[src/rtl/dfr_pkg.sv]
// Shared definitions for the DFR batch controller: state encoding and
// helpers that pick the phase following init/run.
package dfr_pkg;

  typedef enum logic [3:0] {
    ST_IDLE,
    ST_CLEAR,
    ST_INIT_STEP,
    ST_INIT_WAIT,
    ST_RUN_STEP,
    ST_RUN_WAIT,
    ST_MM_START,
    ST_MM_WAIT,
    ST_DONE
  } dfr_state_e;

  localparam dfr_state_e PHASE_AFTER_RUN_MM   = ST_MM_START;
  localparam dfr_state_e PHASE_AFTER_RUN_SKIP = ST_DONE;

  function automatic dfr_state_e phase_after_run(input logic skip_mm);
    return skip_mm ? PHASE_AFTER_RUN_SKIP : PHASE_AFTER_RUN_MM;
  endfunction

  // An empty run phase falls straight through to the multiply (or done).
  function automatic dfr_state_e phase_after_init(input logic run_empty, input logic skip_mm);
    return run_empty ? phase_after_run(skip_mm) : ST_RUN_STEP;
  endfunction

endpackage

[src/rtl/dfr_wait_timer.sv]
// Handshake wait timer: counts non-completing wait cycles and flags expiry
// in the cycle that reaches the limit (limit of zero disables expiry).
module dfr_wait_timer #(
  parameter int unsigned TO_WIDTH = 16
) (
  input  logic                i_clk,
  input  logic                i_rst,
  input  logic                i_clear,
  input  logic                i_en,
  input  logic [TO_WIDTH-1:0] i_limit,
  output logic                o_expired
);

  localparam logic [TO_WIDTH-1:0] ONE = TO_WIDTH'(1);

  logic [TO_WIDTH-1:0] r_cnt;

  always_ff @(posedge i_clk) begin
    if (i_rst || i_clear) begin
      r_cnt <= '0;
    end else if (i_en && (r_cnt != '1)) begin
      r_cnt <= r_cnt + ONE;
    end
  end

  // r_cnt holds the cycles already elapsed, so this cycle is number r_cnt+1.
  assign o_expired = i_en && (i_limit != '0) && (r_cnt == (i_limit - ONE));

endmodule

[src/rtl/dfr_batch_controller.sv]
// Sequences one DFR batch: reset, warm-up samples, captured samples, optional
// matrix multiply, with abort and per-handshake timeout. All outputs registered.
module dfr_batch_controller
  import dfr_pkg::*;
#(
  parameter int unsigned CNT_WIDTH = 16,
  parameter int unsigned TO_WIDTH  = 16
) (
  input  logic                 clk,
  input  logic                 rst,
  input  logic                 start,
  input  logic                 abort,
  input  logic [CNT_WIDTH-1:0] init_len,
  input  logic [CNT_WIDTH-1:0] run_len,
  input  logic                 skip_mm,
  input  logic [TO_WIDTH-1:0]  timeout_limit,
  input  logic                 reservoir_valid,
  input  logic                 matrix_multiply_busy,
  output logic                 busy,
  output logic                 reservoir_rst,
  output logic                 matrix_multiply_rst,
  output logic                 reservoir_en,
  output logic                 reservoir_history_en,
  output logic                 matrix_multiply_start,
  output logic [CNT_WIDTH-1:0] sample_idx,
  output logic                 dfr_done,
  output logic                 timeout_err,
  output logic                 aborted
);

  dfr_state_e           r_state, w_state_next;
  logic [CNT_WIDTH-1:0] r_init_len, r_run_len, r_idx, w_idx_next, w_idx_inc;
  logic                 r_skip_mm;
  logic [TO_WIDTH-1:0]  r_limit;
  logic                 r_timeout_err, r_aborted, r_mm_first;
  logic                 w_accept, w_abort_set, w_timeout_set;
  logic                 w_in_wait, w_wait_done, w_expired;
  logic                 r_busy, r_res_rst, r_mm_rst, r_res_en, r_hist_en, r_mm_start, r_done;
  logic                 w_busy, w_res_rst, w_mm_rst, w_res_en, w_hist_en, w_mm_start, w_done;

  assign w_idx_inc = r_idx + CNT_WIDTH'(1);
  assign w_in_wait = (r_state == ST_INIT_WAIT) || (r_state == ST_RUN_WAIT) || (r_state == ST_MM_WAIT);
  // Multiplier busy is not yet meaningful in the first MM_WAIT cycle.
  assign w_wait_done = (((r_state == ST_INIT_WAIT) || (r_state == ST_RUN_WAIT)) && reservoir_valid) ||
                       ((r_state == ST_MM_WAIT) && !r_mm_first && !matrix_multiply_busy);

  dfr_wait_timer #(.TO_WIDTH(TO_WIDTH)) u_wait_timer (
    .i_clk    (clk),
    .i_rst    (rst),
    .i_clear  (!w_in_wait),
    .i_en     (w_in_wait && !w_wait_done),
    .i_limit  (r_limit),
    .o_expired(w_expired)
  );

  always_ff @(posedge clk) begin
    if (rst) begin
      r_state       <= ST_IDLE;
      r_idx         <= '0;
      r_init_len    <= '0;
      r_run_len     <= '0;
      r_skip_mm     <= 1'b0;
      r_limit       <= '0;
      r_timeout_err <= 1'b0;
      r_aborted     <= 1'b0;
      r_mm_first    <= 1'b0;
      r_busy        <= 1'b0;
      r_res_rst     <= 1'b0;
      r_mm_rst      <= 1'b0;
      r_res_en      <= 1'b0;
      r_hist_en     <= 1'b0;
      r_mm_start    <= 1'b0;
      r_done        <= 1'b0;
    end else begin
      r_state    <= w_state_next;
      r_idx      <= w_idx_next;
      r_mm_first <= (r_state == ST_MM_START);
      r_busy     <= w_busy;
      r_res_rst  <= w_res_rst;
      r_mm_rst   <= w_mm_rst;
      r_res_en   <= w_res_en;
      r_hist_en  <= w_hist_en;
      r_mm_start <= w_mm_start;
      r_done     <= w_done;
      if (w_accept) begin
        r_init_len    <= init_len;
        r_run_len     <= run_len;
        r_skip_mm     <= skip_mm;
        r_limit       <= timeout_limit;
        r_timeout_err <= 1'b0;
        r_aborted     <= 1'b0;
      end else begin
        if (w_abort_set)   r_aborted     <= 1'b1;
        if (w_timeout_set) r_timeout_err <= 1'b1;
      end
    end
  end

  always_comb begin
    w_state_next  = r_state;
    w_idx_next    = r_idx;
    w_accept      = 1'b0;
    w_abort_set   = 1'b0;
    w_timeout_set = 1'b0;
    case (r_state)
      ST_IDLE: begin
        if (start) begin
          w_accept     = 1'b1;
          w_idx_next   = '0;
          w_state_next = ST_CLEAR;
        end
      end
      ST_CLEAR: begin
        w_idx_next   = '0;
        w_state_next = (r_init_len != '0) ? ST_INIT_STEP
                                          : phase_after_init(r_run_len == '0, r_skip_mm);
      end
      ST_INIT_STEP: w_state_next = ST_INIT_WAIT;
      ST_INIT_WAIT: begin
        if (w_wait_done) begin
          if (w_idx_inc == r_init_len) begin
            w_idx_next   = '0;
            w_state_next = phase_after_init(r_run_len == '0, r_skip_mm);
          end else begin
            w_idx_next   = w_idx_inc;
            w_state_next = ST_INIT_STEP;
          end
        end
      end
      ST_RUN_STEP: w_state_next = ST_RUN_WAIT;
      ST_RUN_WAIT: begin
        if (w_wait_done) begin
          w_idx_next   = w_idx_inc;
          w_state_next = (w_idx_inc == r_run_len) ? phase_after_run(r_skip_mm) : ST_RUN_STEP;
        end
      end
      ST_MM_START: w_state_next = ST_MM_WAIT;
      ST_MM_WAIT:  if (w_wait_done) w_state_next = ST_DONE;
      ST_DONE:     w_state_next = ST_IDLE;
      default:     w_state_next = ST_IDLE;
    endcase
    if ((r_state != ST_IDLE) && abort) begin
      w_abort_set  = 1'b1;
      w_idx_next   = r_idx;
      w_state_next = ST_IDLE;
    end else if (w_expired) begin
      w_timeout_set = 1'b1;
      w_idx_next    = r_idx;
      w_state_next  = ST_IDLE;
    end
  end

  // Outputs are decoded from the next state and registered, so each pulse
  // lines up with the cycle the controller spends in that state.
  always_comb begin
    w_busy     = (w_state_next != ST_IDLE);
    w_res_rst  = (w_state_next == ST_CLEAR);
    w_mm_rst   = (w_state_next == ST_CLEAR);
    w_res_en   = (w_state_next == ST_INIT_STEP) || (w_state_next == ST_RUN_STEP);
    w_hist_en  = (w_state_next == ST_RUN_STEP);
    w_mm_start = (w_state_next == ST_MM_START);
    w_done     = (w_state_next == ST_DONE);
  end

  assign busy                  = r_busy;
  assign reservoir_rst         = r_res_rst;
  assign matrix_multiply_rst   = r_mm_rst;
  assign reservoir_en          = r_res_en;
  assign reservoir_history_en  = r_hist_en;
  assign matrix_multiply_start = r_mm_start;
  assign sample_idx            = r_idx;
  assign dfr_done              = r_done;
  assign timeout_err           = r_timeout_err;
  assign aborted               = r_aborted;

endmodule

[config.mk]
export PLATFORM = sky130hd
export DESIGN_NAME = dfr_batch_controller
export DESIGN_NICKNAME = d
export VERILOG_FILES = /design/src/rtl/dfr_pkg.sv /design/src/rtl/dfr_wait_timer.sv /design/src/rtl/dfr_batch_controller.sv
export SDC_FILE = /design/constraint.sdc
export NUM_CORES = 1
export LEC_CHECK = 0
export BUFFER_PORTS_ARGS = -buffer_cell sky130_fd_sc_hd__buf_2
export CAP_MARGIN = 20
export CORE_MARGIN = 2
export CORE_UTILIZATION = 58
export DETAILED_ROUTE_END_ITERATION = 10
export PLACE_DENSITY = 0.89
export SLEW_MARGIN = 25
export SYNTH_ARGS = -nofsm -noshare
export SYNTH_HDL_FRONTEND = slang
export SYNTH_SLANG_ARGS = --single-unit
[constraint.sdc]
create_clock -name clk -period 3.6 [get_ports clk]
set_input_delay 0.18 -clock clk [delete_from_list [all_inputs] [get_ports clk]]
set_output_delay 0.18 -clock clk [all_outputs]
set_load 0.01 [all_outputs]
==> results_dict.tcl, run 1 <==
set metrics [dict create \
    status "completed" \
    ys_warn_count 0 \
    synth_top_area_share_pct 34.1 \
    fin_util_pct 68.2 \
    numCtsBuffers 9 \
    coreArea_sq_mm 0.00924 \
    portBuffers 79 \
    required_ns 3.88 \
    critPathMaxFanout 7 \
    cp-start-kind "register" \
    gp_congestion 1.01 \
    die_area_sq_mm 0.0103 \
    clkTransAtPathRegs_ns 0.10 \
    drive_gt1_share_pct 17.7 \
    cts_sinks 94 \
    cp-end-kind "register" \
    crit_start "sample_idx[1]" \
    intPower_mw 1.80 \
    ir_worst_vdd_mv 0.266 \
    clk_latency_ns 0.37 \
    cts_resized 0 \
    row_count 35 \
    clk_path_buf_depth 2 \
    hold_violations 0 \
    routed-via-count 5419 \
    die-width_microns 102 \
    cap_violations 0 \
    dp_cells 889 \
    synth_edf_count 0 \
    synth_fp_nets 760 \
    rrSetupSlack_ns 0.21 \
    syn2layout_area_growth_pct 14.3 \
    power_leakage_nw 2.46 \
    cts_hold_buf 0 \
    critPathKind "register to register" \
    postCtsSetupRepairBufs 0 \
    finClkSkew_ns 0.0113 \
    nNetsFinal 830 \
    r2r_end "matrix_multiply_start" \
    netSwitchingPower_uw 974 \
    async_flop_share_pct 0 \
    worst_pin_slew_ns 0.974 \
    synth_cells 702 \
    hold_start "skip_mm" \
    power_density_mw_per_mm2 440 \
    setup_viol 0 \
    p_seq_share_pct 44.0 \
    p_clk_share_pct 25.7 \
    ff2ff_path_depth 10 \
    die-height_microns 102 \
    drt_first_iter_violations 354 \
    fmax_mhz 295 \
    yosys.cell_types.count 67 \
    cts_tree "built" \
    layout.area.seq_sq_mm 0.00188 \
    firstDrtPassIters 5 \
    cts-root-buf "clkbuf_8" \
    drc 0 \
    gr-total-overflow 0 \
    synthFlopType "dfxtp_1" \
    multi_input_area_sq_mm 0.00339 \
    grt_max_degree 52 \
    antenna_left 0 \
    pre_cts_slack_ns 0.109 \
    grtUsageTotal_pct 30.1 \
    ys_seq_elements 94 \
    fin_crit_ns 3.39 \
    drv_slew 0 \
    routed_wl_microns 15000 \
    final_cells 905 \
    start_util_pct 59.7 \
    yosysSeqAreaShare_pct 34.1 \
    wl_per_cell_microns 16.5 \
    fin_ws_ns 0.207 \
    holdWs_ns 0.0366 \
    io_pins 80 \
    antenna_found_initial 0 \
    max-slew-margin-rel_pct 35.0 \
    synth_area_leaders "dfxtp_1 34%, nand2_1 9.3%, a21oi_1 6.6%, xor2_1 4.9%, xnor2_1 4.8%" \
    cp-endpoint "matrix_multiply_start" \
    diodes 0 \
    rsz0062_at_grt "true" \
    fill_cells 776 \
    syn_area_per_cell_sq_um 7.86 \
    swShare_pct 35.1 \
    grt_pass1_vias 5144 \
    hold_path.class "input pin to register" \
    power_frac_comb_pct 30.3 \
    synth.cell_area_sq_mm 0.00552 \
    synth_area_leader_cell "dfxtp_1" \
    grt_pass1_wl_microns 24500 \
    place_hpwl_microns 10900 \
    h-tree-depth 3 \
    via_per_inst 5.99 \
    fin_crit_sh_pct 94.2 \
    timing.rr.start "sample_idx[1]" \
    arrival_ns 3.67 \
]
through the flow:
step	power [mW]	TNS (ns)	instance area, sq um
CTS	2.75	0	6260
global route	2.93	-0.0233	6300
finish	2.77	0	6300
floorplan	1.82	0	5520
detailed placement	2.05	0	6060
global placement	2.01	0	6060
metal layers:
metal,GRT usage (%),share of wire (%),up-vias,routed length [microns]
li1,-,-,2616,-
met1,37.6,41,2525,6130
met2,51.4,49,225,7350
met3,5.18,6.3,53,943
met4,12.0,3.6,0,539
met5,0,0,-,0
critical path, cell delays in order, from the launching register on:
cell	delay [ns]
dfxtp_1	0.44
ha_1	0.30
nand3_1	0.17
buf_4	0.22
nor2_1	0.36
xnor3_1	0.28
nor4b_2	0.18
and3_1	0.22
and4b_1	0.20
o21ai_0	0.61
nor4bb_2	0.32
cells by family (layout without fill, tap and decap cells):
logic type	count (synthesis)	count (layout)	share of synthesized area (%)
compound gates	136	136	14.6
xor+xnor	72	72	14.2
fa+ha+maj	4	4	0.862
buf+inv	65	139	4.94
flops	94	94	34.1
mux	5	5	0.930
simple gates	326	326	30.4
power by group through the flow:
stage	Combinational [mW]	Sequential [mW]	Clock [mW]
2_1_floorplan	0.612	1.21	0
3_3_place_gp	0.778	1.24	0
3_5_place_dp	0.805	1.24	0
4_1_cts	0.811	1.22	0.724
5_1_grt	0.931	1.23	0.771
6_report	0.840	1.22	0.714
area by class of cell:
class | count | area share, %
Clock inverter | 6 | 1.11
Sequential cell | 94 | 29.8
Inverter | 20 | 1.19
Multi-Input combinational cell | 543 | 53.8
Tap cell | 129 | 2.56
Timing Repair Buffer | 104 | 9.57
Clock buffer | 9 | 1.96
flip-flops by register name (all words and copies together), names as in the netlist:
name / flops
busy: 1
aborted: 1
dfr_done: 1
sample_idx: 16
timeout_err: 1
matrix_multiply_start: 1
r_limit: 16
reservoir_en: 1
matrix_multiply_rst: 1
reservoir_history_en: 1
r_run_len: 16
r_skip_mm: 1
u_wait_timer.r_cnt: 16
r_init_len: 16
r_mm_first: 1
r_state: 4
worst min path at each step:
stage | to | cells after the start
finish | r_skip_mm | 3
global route | r_limit[4] | 3
CTS | r_skip_mm | 3
detailed placement | r_run_len[15] | 3
global placement | r_run_len[3] | 3
floorplan | r_limit[2] | 2
placed cells by master (no fill, tap or decap), drive strengths merged, types with 17 or more instances in the layout:
| cell type | instances |
|---|---|
| nor2 | 44 |
| or4 | 17 |
| inv | 22 |
| nor4 | 20 |
| xor2 | 31 |
| o21ai | 19 |
| nand2 | 136 |
| dfxtp | 94 |
| xnor2 | 30 |
| buf | 104 |
| a21oi | 73 |
synthesized netlist by cell type, drive strengths merged, types with 10 or more instances:
master  number
xnor3       10
dfxtp       94
clkbuf      32
nand4       15
and3        10
a21oi       73
buf         13
nor2        44
xor2        31
nor4        20
inv         20
or4         17
nand2      136
nand3       15
o21ai       19
xnor2       30
nor3        14
No activity file was read; power rests on OpenSTA's default activity.
==> run 2: changes to the inputs <==
--- a/config.mk
+++ b/config.mk
@@ -5,7 +5,7 @@
 export SDC_FILE = /design/constraint.sdc
 export NUM_CORES = 1
 export LEC_CHECK = 0
-export BUFFER_PORTS_ARGS = -buffer_cell sky130_fd_sc_hd__buf_2
+export BUFFER_PORTS_ARGS = -buffer_cell sky130_fd_sc_hd__buf_4
 export CAP_MARGIN = 20
 export CORE_MARGIN = 2
 export CORE_UTILIZATION = 58
==> results_dict.tcl, run 2 (synthesized netlist as in run 1, its figures left out) <==
set metrics [dict create \
    fin_crit_ns 3.28 \
    antenna_left 0 \
    hold_violations 0 \
    coreArea_sq_mm 0.00924 \
    finClkSkew_ns 0.00580 \
    io_pins 80 \
    fin_crit_sh_pct 91.2 \
    hold_end "r_run_len[13]" \
    intPower_mw 1.86 \
    arrival_ns 3.56 \
    ir_worst_vdd_mv 0.253 \
    diodes 0 \
    portBuffers 79 \
    ff2ff_path_depth 10 \
    clk_latency_ns 0.36 \
    wl_per_cell_microns 17.2 \
    power_leakage_nw 2.53 \
    drv_slew 0 \
    cts_hold_buf 0 \
    fin_util_pct 70.8 \
    power_frac_comb_pct 30.5 \
    routed_wl_microns 15500 \
    required_ns 3.87 \
    nNetsFinal 830 \
    drc 0 \
    worst_pin_slew_ns 0.964 \
    firstDrtPassIters 5 \
    grt_pass1_wl_microns 25700 \
    rrSetupSlack_ns 0.32 \
    start_util_pct 59.7 \
    cts-root-buf "clkbuf_8" \
    tns_ns 0 \
    power.total_mw 2.85 \
    via_per_inst 5.98 \
    routed-via-count 5415 \
    grt_max_degree 81 \
    max-slew-margin-rel_pct 35.7 \
    timing.rr.start "sample_idx[2]" \
    cts_tree "built" \
    hold_start "run_len[13]" \
    cp-start-kind "register" \
    r2r_end "sample_idx[5]" \
    h-tree-depth 3 \
    clkTransAtPathRegs_ns 0.10 \
    gr-total-overflow 0 \
    row_count 35 \
    postCtsSetupRepairBufs 0 \
    syn2layout_area_growth_pct 18.6 \
    cp-end-kind "register" \
    drt_first_iter_violations 383 \
    grtUsageTotal_pct 31.5 \
    p_clk_share_pct 26.6 \
    grt_pass1_vias 5290 \
    die-width_microns 102 \
    final_common_cell "nand2_1" \
    p_seq_share_pct 42.9 \
    antenna_found_initial 0 \
    cts_sinks 94 \
    gp_congestion 0.956 \
    fmax_mhz 304 \
    status "completed" \
    swShare_pct 34.6 \
    netSwitchingPower_uw 988 \
    cap_violations 0 \
    hold_path.class "input pin to register" \
    critPathKind "register to register" \
    place_hpwl_microns 11100 \
    setup_viol 0 \
    clk_path_buf_depth 2 \
    power_density_mw_per_mm2 436 \
    critPathMaxFanout 13 \
    numCtsBuffers 9 \
    die_area_sq_mm 0.0103 \
    final_cell_mix "136 x nand2_1, 103 x buf_4, 94 x dfxtp_1" \
    drive_gt1_share_pct 18.0 \
    holdWs_ns 0.0550 \
    die-height_microns 102 \
    hold_depth 3 \
]
## run 2: cell count changes in the layout (fill, tap and decap cells not counted), sizes merged
cell	previous run	this run
clkinv	3	2
inv	22	21
clkbuf	9	11
clkinvlp	0	1
## run 2: worst max-delay path, stage by stage (launching register included)
cell     delay (ns)
dfxtp_1        0.53
nand4_1        0.39
nor4_1         0.53
xnor3_1        0.30
nand3_1        0.11
nor4_2         0.05
buf_4          0.15
a21oi_1        0.20
or2_1          0.53
a21oi_1        0.17
o31ai_1        0.23
## run 2: what timing repair did
item,in CTS,in global routing
endpoints found under the setup margin,2,18
gates cloned,0,0
gates resized for setup,1,6
hold endpoints to repair,0,0
## run 2: cell type report
cell class	count	area, sq um
flip-flops and latches	94	1880
repair buffers	104	801
inverters	20	75.1
well taps	129	161
fillers	714	2700
clock buffers	11	151
multi-input cells	543	3410
clock inverters	5	66.3
## run 2: routing by layer
layer / global-route usage [%] / part of all wire, %
met1: 39.7 / 42
met2: 53.2 / 49
met4: 12.7 / 3.3
met5: 0 / 0
met3: 5.80 / 5.8
## run 2: how the worst max path moves through the flow
stage                       endpoint  slack [ns]  cells after the start          start
3_5_place_dp   matrix_multiply_start      -0.004                     12  sample_idx[1]
3_3_place_gp          sample_idx[12]        0.07                     12  sample_idx[1]
5_1_grt        matrix_multiply_start      -0.003                     10  sample_idx[2]
2_1_floorplan         sample_idx[12]        0.46                     12  sample_idx[1]
4_1_cts        matrix_multiply_start        0.15                     12  sample_idx[1]
6_report               sample_idx[5]        0.32                     10  sample_idx[2]
## run 2: through the flow
| step | std cells | area [sq um] | worst slack [ns] |
|---|---|---|---|
| floorplan | 702 | 5520 | 0.465 |
| global placement | 889 | 6260 | 0.0722 |
| detailed placement | 889 | 6260 | -0.00416 |
| CTS | 905 | 6490 | 0.153 |
| global route | 906 | 6540 | -0.00285 |
| finish | 906 | 6540 | 0.316 |
## run 2: power groups by stage
stage	Combinational, mW	Sequential, mW	Clock (mW)
after detailed placement	0.832	1.24	0
after global placement	0.807	1.24	0
final	0.870	1.22	0.760
after floorplan	0.612	1.21	0
after CTS	0.839	1.22	0.769
after global routing	0.964	1.23	0.809
